### src/rtl/decimal_accumulator_if.sv
// Byte-in / number-out handshake bundle for the decimal accumulator.
interface decimal_accumulator_if #(
  parameter int unsigned WIDTH = 32
);
  // Upstream side: converted bytes from the ASCII-to-number stage
  logic             in_valid;
  logic             in_ready;
  logic [7:0]       in_value;

  // Downstream side: completed numbers towards the range/checker logic
  logic             out_valid;
  logic             out_ready;
  logic [WIDTH-1:0] out_value;
  logic             out_overflow;
  logic [4:0]       out_digits;

  // Environment view: feeds bytes, consumes numbers
  modport master (
    output in_valid,
    output in_value,
    output out_ready,
    input  in_ready,
    input  out_valid,
    input  out_value,
    input  out_overflow,
    input  out_digits
  );

  // Accumulator view
  modport slave (
    input  in_valid,
    input  in_value,
    input  out_ready,
    output in_ready,
    output out_valid,
    output out_value,
    output out_overflow,
    output out_digits
  );
endinterface

### src/rtl/decimal_accumulator.sv
// Builds decimal numbers from converted digit bytes and emits each one when a
// delimiter byte closes it. Digits are 0x00..0x09; every other byte delimits.
module decimal_accumulator #(
  parameter int unsigned WIDTH = 32
) (
  input  logic                 clk,
  input  logic                 rst,
  decimal_accumulator_if.slave bus
);

  // Product/sum width: acc*10+9 always fits in WIDTH+4 bits
  localparam int unsigned EXT_W      = WIDTH + 4;
  localparam int unsigned CNT_W      = 5;
  localparam logic [CNT_W-1:0] CNT_MAX = CNT_W'(31);

  typedef enum logic [1:0] {
    IDLE  = 2'd0,
    ACCUM = 2'd1,
    EMIT  = 2'd2
  } state_t;

  state_t             state;
  logic [WIDTH-1:0]   acc;
  logic [CNT_W-1:0]   count;
  logic               ovf;

  logic               out_valid;
  logic [WIDTH-1:0]   out_value;
  logic               out_overflow;
  logic [CNT_W-1:0]   out_digits;

  logic               in_ready_c;
  logic               in_fire_c;
  logic               out_fire_c;
  logic               is_digit_c;
  logic [EXT_W-1:0]   step_c;
  logic               step_ovf_c;
  logic [CNT_W-1:0]   count_inc_c;

  // Upstream is stalled only while a completed number waits downstream
  assign in_ready_c  = (state != EMIT);
  assign in_fire_c   = bus.in_valid & in_ready_c;
  assign out_fire_c  = out_valid & bus.out_ready;

  // Unsigned digit test: anything above 9 is a delimiter
  assign is_digit_c  = (bus.in_value <= 8'd9);

  // Next accumulator value at extended width; upper bits flag overflow
  assign step_c      = (EXT_W'(acc) * EXT_W'(10)) + EXT_W'(bus.in_value[3:0]);
  assign step_ovf_c  = |step_c[EXT_W-1:WIDTH];

  // Digit count saturates so very long numbers still report 31
  assign count_inc_c = (count == CNT_MAX) ? count : count + CNT_W'(1);

  // Sequencing of accumulate / emit and the registered output stage
  always_ff @(posedge clk or negedge rst) begin
    if (!rst) begin
      state        <= IDLE;
      acc          <= '0;
      count        <= '0;
      ovf          <= 1'b0;
      out_valid    <= 1'b0;
      out_value    <= '0;
      out_overflow <= 1'b0;
      out_digits   <= '0;
    end else begin
      case (state)
        IDLE: begin
          // Leading or repeated delimiters are dropped silently
          if (in_fire_c && is_digit_c) begin
            acc   <= WIDTH'(bus.in_value[3:0]);
            count <= CNT_W'(1);
            ovf   <= 1'b0;
            state <= ACCUM;
          end
        end

        ACCUM: begin
          if (in_fire_c) begin
            if (is_digit_c) begin
              acc   <= step_c[WIDTH-1:0];
              ovf   <= ovf | step_ovf_c;
              count <= count_inc_c;
            end else begin
              // Delimiter closes the number; it is consumed, not forwarded
              out_value    <= acc;
              out_overflow <= ovf;
              out_digits   <= count;
              out_valid    <= 1'b1;
              state        <= EMIT;
            end
          end
        end

        EMIT: begin
          // Outputs hold until downstream takes the number
          if (out_fire_c) begin
            out_valid <= 1'b0;
            acc       <= '0;
            count     <= '0;
            ovf       <= 1'b0;
            state     <= IDLE;
          end
        end

        default: begin
          state <= IDLE;
        end
      endcase
    end
  end

  // Drive the bus from the local registers
  assign bus.in_ready     = in_ready_c;
  assign bus.out_valid    = out_valid;
  assign bus.out_value    = out_value;
  assign bus.out_overflow = out_overflow;
  assign bus.out_digits   = out_digits;

endmodule
### src/flat_wrapper.sv
// flat-port wrapper written by rule: the top's interface ports become plain ports
module decimal_accumulator_flat 
#(
  parameter int unsigned WIDTH = 32
)
  (clk, rst, bus_in_valid, bus_in_value, bus_out_ready, bus_in_ready, bus_out_valid, bus_out_value, bus_out_overflow, bus_out_digits);
  decimal_accumulator_if #(.WIDTH(WIDTH)) bus_i ();
  input  logic clk;
  input  logic rst;
  input wire logic [$bits(bus_i.in_valid)-1:0] bus_in_valid;
  input wire logic [$bits(bus_i.in_value)-1:0] bus_in_value;
  input wire logic [$bits(bus_i.out_ready)-1:0] bus_out_ready;
  output wire logic [$bits(bus_i.in_ready)-1:0] bus_in_ready;
  output wire logic [$bits(bus_i.out_valid)-1:0] bus_out_valid;
  output wire logic [$bits(bus_i.out_value)-1:0] bus_out_value;
  output wire logic [$bits(bus_i.out_overflow)-1:0] bus_out_overflow;
  output wire logic [$bits(bus_i.out_digits)-1:0] bus_out_digits;
  assign bus_i.in_valid = bus_in_valid;
  assign bus_i.in_value = bus_in_value;
  assign bus_i.out_ready = bus_out_ready;
  assign bus_in_ready = bus_i.in_ready;
  assign bus_out_valid = bus_i.out_valid;
  assign bus_out_value = bus_i.out_value;
  assign bus_out_overflow = bus_i.out_overflow;
  assign bus_out_digits = bus_i.out_digits;
  decimal_accumulator #(.WIDTH(WIDTH)) u_core (.clk(clk), .rst(rst), .bus(bus_i));
endmodule
### config.mk
export PLATFORM = sky130hd
export DESIGN_NAME = decimal_accumulator_flat
export DESIGN_NICKNAME = d
export VERILOG_FILES = /design/src/rtl/decimal_accumulator_if.sv /design/src/rtl/decimal_accumulator.sv /design/src/flat_wrapper.sv
export SDC_FILE = /design/constraint.sdc
export NUM_CORES = 1
export LEC_CHECK = 0
export CAP_MARGIN = 20
export CORE_UTILIZATION = 35
export DETAILED_ROUTE_END_ITERATION = 12
export GPL_TIMING_DRIVEN = 0
export PLACE_DENSITY_LB_ADDON = 0.2
export SLEW_MARGIN = 10
export SYNTH_ARGS = -nofsm -noshare
export SYNTH_HDL_FRONTEND = slang
export SYNTH_SLANG_ARGS = --single-unit
export TNS_END_PERCENT = 30
### constraint.sdc
create_clock -name clk -period 5.15 [get_ports clk]
set_input_delay 1.03 -clock clk [delete_from_list [all_inputs] [get_ports clk]]
set_output_delay 1.03 -clock clk [all_outputs]
set_load 0.005 [all_outputs]
==> impl_metrics.csv, run 1 <==
group,metric,value,unit
run_status,status,"completed",
route,drc,0,
place,pre_cts_ws,491.4,ps
finish,layout-drive-gt1-share,10.79,%
grt,grt_max_degree,60,
cts,clock_sinks,79,
cts,cts_buffers,9,
route,drtPass1Iterations,4,
min_path,hold_start,"u_core.bus.out_value[0]",
run,maxCapViolations,0,
worst_setup_path,timing.rr.end,"u_core.ovf",
finish,diodes,0,
worst_setup_path,cp_data_arrival_time,4670,ps
min_path,hold_depth,1,
synthesis,synth_nets,747,
worst_setup_path,reg2regPathDepth,14,
worst_setup_path,cp_max_fo,10,
route,ant_nets,0,
worst_setup_path,cp_data_required_time,5390,ps
grt,antenna_found_initial,0,
synthesis,netlist_area,0.006340,mm^2
timing,relSlewSlack,24.69,%
worst_setup_path,rr_startpoint,"u_core.acc[1]",
cts,clk_pin_slew,60,ps
power_and_ir_drop,clkPwrFrac,27.2,%
grt,grt_pass1_wl,26.97,mm
timing,finalCritPeriodShare,86.08,%
route,via_per_inst,5.569,
cts,htreeDepth,3,
synthesis,syn_avg_cell_area,9.548,um^2
timing,worst_pin_slew,1116,ps
floorplanning,start_util,36.28,%
power_and_ir_drop,sw_frac_of_total,37.73,%
timing,fin_skew,10.01,ps
grt,grt_usage,18.59,%
synthesis,async_flop_share,100.0,%
finish,final_nets,810,
place,place_inst,941,
timing,fin_tns_setup,0,ps
synthesis,synth_flop_cell,"dfrtp_1",
finish,stdcell_count,957,
timing,fin_ws,716.9,ps
cts,hold_buffers,0,
synthesis,synth_seq_cells,79,
cts,clock_path_buffers,2,
route,wire_per_inst,16.81,um
power_and_ir_drop,p_leak,3.592,nW
cts,postCtsSetupRepairBufs,0,
route,drt_wl_total,16.09,mm
cts,ctsResizeCount,0,
worst_setup_path,rrSetupSlack,720,ps
cts,clk_latency,350,ps
min_path,hp-class,"flip-flop to flip-flop",
timing,min_period,4433,ps
finish,final.fill_count,1696,
power_and_ir_drop,p_comb_share,40.2,%
power_and_ir_drop,netSwitchingPower,0.0009322,W
route,num_vias,5330,
timing,hold_viol,0,
worst_setup_path,endpoint_kind,"flip-flop",
finish,most-common-layout-cells,"dfrtp_1, ha_1, nand2_1",
place,numPortBuffers,51,
worst_setup_path,cp-start-kind,"flip-flop",
power_and_ir_drop,worst_ir_drop_vdd,0.2878,mV
timing,finalSetupViolations,0,
grt,grt_pass1_vias,5295,
route,dr.first_iter.drc_count,315,
synthesis,ys_warn_count,0,
min_path,hold_path_end,"u_core.bus.out_value[0]",
grt,grt_overflow_total,0,
synthesis,synth_cell_types,74,
place,hpwl,12.59,mm
synthesis,yosysSeqAreaShare,31.18,%
timing,slew_viol_final,0,
synthesis,synth-edff-count,0,
floorplanning,dieWidth,136.6,um
floorplanning,pin_count,52,
floorplanning,die-area,0.01866,mm^2
floorplanning,num_rows,48,
worst_setup_path,path_class,"flip-flop to flip-flop",
floorplanning,design.core.area,0.01748,mm^2
power_and_ir_drop,pwr-share-seq,32.6,%
timing,rsz0062_at_grt,"no",
power_and_ir_drop,cell_internal_pwr,0.001538,W
synthesis,synthCells,664,
place,place_congestion,0.8846,
cts,cts_tree,"done",
finish,syn2layout_area_growth,17.84,%
cts,cts_root_buf,"clkbuf_16",
finish,layout_commonest_cell,"dfrtp_1",
power_and_ir_drop,power_density,330.7,mW/mm^2
floorplanning,die_h,136.6,um
timing,fmax,0.2256,GHz
## flip-flops by register name (all words and copies together) (netlist names)
name                     cells
u_core.acc                  32
u_core.bus.out_value        32
u_core.bus.out_digits        5
u_core.count                 5
u_core.state                 2
u_core.bus.out_overflow      1
u_core.bus.out_valid         1
u_core.ovf                   1
## logic make-up after synthesis
logic type                 count (synthesis)  synth area share (%)
AOI/OAI and AO/OA                        183                 20.98
xor gates and xnor gates                  45                 6.217
adders and majority gates                 71                 14.25
buffers and inverters                     45                 2.960
DFF                                       79                 31.18
muxes                                     42                 7.440
and+or+nand+nor                          199                 16.97
## critical path, cell delays in order, from the launching register on
cell and delay, ps:
dfrtp_1 440, ha_1 320, ha_1 230, fa_1 410, a21o_1 210, a221o_1 310
buf_6 150, xnor2_1 170, nor4b_1 440, and3_1 320, nor4b_4 390, nand3_2 230
nor3_2 210, mux2_1 350, a2bb2oi_2 130
## per-stage QoR
step | utilization, % | instance area, um^2 | hold WS, ps | power (W)
after floorplan | - | 6340 | 492.0 | 0.001444
after global placement | 40.81 | 7132 | 489.5 | 0.001786
after detailed placement | 40.95 | 7157 | 494.2 | 0.001812
after CTS | 42.75 | 7471 | 508.7 | 0.002504
after global routing | 42.75 | 7471 | 522.2 | 0.002654
final | 42.75 | 7471 | 505.1 | 0.002471
## how the worst max path moves through the flow
| stage | from | end | cells after the start |
|---|---|---|---|
| CTS | u_core.acc[1] | u_core.ovf | 14 |
| global placement | rst | u_core.acc[23] | 1 |
| global route | u_core.acc[1] | u_core.ovf | 14 |
| detailed placement | bus_in_value[1] | u_core.ovf | 13 |
| finish | u_core.acc[1] | u_core.ovf | 14 |
| floorplan | u_core.acc[1] | u_core.ovf | 14 |
## routing by layer
metal  share of wire, %  global-route usage (%)  vias to the layer above  wire, um
li1                   -                       -                     2629         -
met5                  0                       0                        -         0
met1                 47                   24.52                     2589      7547
met4                1.5                   5.432                        0       234
met3                3.2                   3.407                       20       522
met2                 48                   30.80                       92      7781
## Yosys cell counts, types with 3 or more instances
master / number / area, um^2
dfrtp_1: 79 / 1977
ha_1: 69 / 863.3
nand2_1: 55 / 206.5
a21oi_1: 43 / 215.2
mux2_2: 40 / 450.4
nor2_1: 37 / 138.9
clkbuf_1: 26 / 97.59
o21ai_0: 26 / 130.1
xnor2_1: 26 / 227.7
a22o_1: 23 / 201.4
a21o_1: 20 / 150.1
xor2_1: 19 / 166.4
nor3_1: 16 / 80.08
nand3_1: 15 / 75.07
and3_1: 14 / 87.58
inv_1: 13 / 48.80
o211ai_1: 8 / 60.06
a211oi_1: 7 / 52.55
nand2b_1: 7 / 43.79
nand4_1: 7 / 43.79
nor4_1: 7 / 43.79
a31oi_1: 5 / 31.28
and2_1: 5 / 31.28
and4_1: 5 / 43.79
nor2b_1: 5 / 31.28
o31ai_1: 5 / 37.54
or3_1: 5 / 31.28
a32oi_1: 4 / 35.03
or4_1: 4 / 30.03
buf_2: 3 / 15.01
o21a_1: 3 / 22.52
o21bai_1: 3 / 22.52
o311a_1: 3 / 30.03
## area by class of cell
| type | instances | area [um^2] | area share (%) |
|---|---|---|---|
| multi-input cells | 540 | 4175 | 55.89 |
| flip-flops and latches | 79 | 1977 | 26.46 |
| repair buffers | 52 | 535.5 | 7.168 |
| well taps | 225 | 281.5 | 3.768 |
| clock buffers | 10 | 239.0 | 3.199 |
| plain buffers | 32 | 138.9 | 1.859 |
| clock inverters | 6 | 75.07 | 1.005 |
| inverters | 13 | 48.80 | 0.6532 |
## power groups by stage
stage	Clock [W]	Combinational [W]	Sequential, W
floorplan	0	0.000644	0.000799
global placement	0	0.000971	0.000815
detailed placement	0	0.000995	0.000817
CTS	0.000695	0.00100	0.000806
global route	0.000719	0.00111	0.000821
finish	0.000672	0.000994	0.000804
Power figures use the tool's default switching activity.
==> inputs of run 2 (changes only) <==
--- a/config.mk
+++ b/config.mk
@@ -6,11 +6,11 @@
 export NUM_CORES = 1
 export LEC_CHECK = 0
 export CAP_MARGIN = 20
-export CORE_UTILIZATION = 35
+export CORE_UTILIZATION = 60
 export DETAILED_ROUTE_END_ITERATION = 12
 export GPL_TIMING_DRIVEN = 0
 export PLACE_DENSITY_LB_ADDON = 0.2
-export SLEW_MARGIN = 10
+export SLEW_MARGIN = 20
 export SYNTH_ARGS = -nofsm -noshare
 export SYNTH_HDL_FRONTEND = slang
 export SYNTH_SLANG_ARGS = --single-unit
==> impl_metrics.csv, run 2 (synthesis results as in run 1) <==
group,metric,value,unit
worst_setup_path,path_class,"flip-flop to flip-flop",
floorplanning,pin_count,52,
place,place_inst,852,
place,hpwl,12.12,mm
worst_setup_path,path_common_cell,"ha_1",
worst_setup_path,cp_data_required_time,5390,ps
route,wire_per_inst,18.15,um
timing,fin_skew,15.19,ps
power_and_ir_drop,power_density,306.1,mW/mm^2
cts,clk_pin_slew,90,ps
floorplanning,design.core.area,0.01028,mm^2
min_path,hp-class,"flip-flop to flip-flop",
grt,grt_max_degree,56,
cts,clock_sinks,79,
finish,layout_commonest_cell,"dfrtp_1",
route,drc,0,
route,num_vias,5535,
timing,slew_viol_final,0,
run_status,status,"completed",
worst_setup_path,reg2regPathDepth,14,
cts,cts_root_buf,"clkbuf_8",
grt,grt_pass1_wl,26.48,mm
timing,rsz0062_at_grt,"no",
grt,grt_overflow_total,0,
min_path,hold_depth,1,
route,via_per_inst,6.369,
worst_setup_path,crit_slowest_cell,"nor4b_1",
cts,clock_path_buffers,2,
finish,final.fill_count,816,
floorplanning,start_util,61.69,%
finish,multi_input_area,0.004175,mm^2
worst_setup_path,cp-start-kind,"flip-flop",
floorplanning,num_rows,37,
min_path,hold_start,"u_core.bus.out_value[23]",
grt,grt_usage,29.91,%
floorplanning,die-area,0.01098,mm^2
power_and_ir_drop,worst_ir_drop_vdd,0.3055,mV
cts,hold_buffers,0,
grt,grt_pass1_vias,5484,
route,drt_wl_total,15.77,mm
finish,reg.largest.list,"u_core.acc (32), u_core.bus.out_value (32)",
worst_setup_path,cp_top_family,"simple AND/OR/NAND/NOR gates",
worst_setup_path,worstPathCellList,"ha_1, ha_1, fa_1, a21o_1, a221o_1, buf_6, xnor2_1, nor4b_1, and3_1, nor4b_4, nand3_2, nor3_2, mux2_1, a2bb2oi_2",
cts,cts_buffers,9,
cts,cts_tree,"done",
finish,stdcell_count,869,
timing,min_period,4613,ps
floorplanning,die_h,104.8,um
cts,clk_latency,360,ps
place,place_congestion,0.8521,
cts,ctsResizeCount,0,
finish,final_nets,811,
finish,most-common-layout-cells,"dfrtp_1, ha_1, nand2_1",
cts,postCtsSetupRepairBufs,0,
finish,syn2layout_area_growth,13.97,%
worst_setup_path,cp_data_arrival_time,4860,ps
timing,hold_viol,0,
worst_setup_path,rrSetupSlack,540,ps
worst_setup_path,crit_path_max_incr_delay,580,ps
worst_setup_path,endpoint_kind,"flip-flop",
timing,worst_pin_slew,874.4,ps
finish,seqCellArea,0.001977,mm^2
worst_setup_path,timing.rr.end,"u_core.ovf",
grt,antenna_found_initial,0,
finish,layout-drive-gt1-share,10.78,%
timing,finalSetupViolations,0,
min_path,hold_path_end,"u_core.bus.out_value[23]",
timing,relSlewSlack,40.97,%
route,dr.first_iter.drc_count,311,
run,maxCapViolations,0,
cts,htreeDepth,3,
worst_setup_path,cp_max_fo,10,
finish,diodes,0,
worst_setup_path,cp.buffers_inverters,1,
floorplanning,dieWidth,104.8,um
route,drtPass1Iterations,7,
timing,fmax,0.2168,GHz
power_and_ir_drop,p_leak,3.532,nW
place,numPortBuffers,51,
timing,finalCritPeriodShare,89.57,%
route,ant_nets,0,
worst_setup_path,rr_startpoint,"u_core.acc[1]",
timing,fin_tns_setup,0,ps
timing,worst_hold_slack,509.0,ps
## run 2: cell types whose count changed in the layout (fill, tap and decap cells not counted), sizes merged
cell | before | now
clkinv | 1 | 3
bufinv | 1 | 0
## run 2: layer usage
layer	vias up	wire length, um	track usage, %
met5	-	0	0
li1	2632	-	-
met1	2700	6800	37.71
met3	35	688	4.304
met4	0	454	11.47
met2	168	7829	51.80
## run 2: metrics by stage
stage | worst slack (ps) | power, W | instance area [um^2] | util [%]
2_1_floorplan | 1161 | 0.001444 | 6340 | -
3_3_place_gp | 359.1 | 0.001752 | 7020 | 68.31
3_5_place_dp | 469.7 | 0.001788 | 7046 | 68.55
4_1_cts | 519.8 | 0.002217 | 7222 | 70.27
5_1_grt | 336.0 | 0.002368 | 7226 | 70.31
6_report | 537.0 | 0.002212 | 7226 | 70.31
## run 2: where the power goes
| part | internal [W] | switching (W) | total (W) |
|---|---|---|---|
| sequential | 0.000718 | 0.0000876 | 0.000806 |
| combinational | 0.000423 | 0.000560 | 0.000983 |
| clock | 0.000179 | 0.000244 | 0.000423 |
## run 2: worst max path at each step
stage | start | endpoint | slack [ps] | depth (start not counted)
after floorplan | u_core.acc[1] | u_core.ovf | 1160 | 14
after global placement | rst | u_core.bus.out_value[9] | 360 | 1
after detailed placement | bus_in_value[1] | u_core.ovf | 470 | 13
after CTS | u_core.acc[1] | u_core.ovf | 520 | 14
after global routing | u_core.acc[1] | u_core.ovf | 340 | 14
final | u_core.acc[1] | u_core.ovf | 540 | 14
## run 2: layout make-up
cell class / count / share of cell area (%)
Clock inverter: 7 / 0.7273
Clock buffer: 9 / 1.714
Inverter: 13 / 0.6753
Timing Repair Buffer: 53 / 7.463
Tap cell: 136 / 2.355
Multi-Input combinational cell: 540 / 57.78
Buffer: 32 / 1.922
Sequential cell: 79 / 27.36
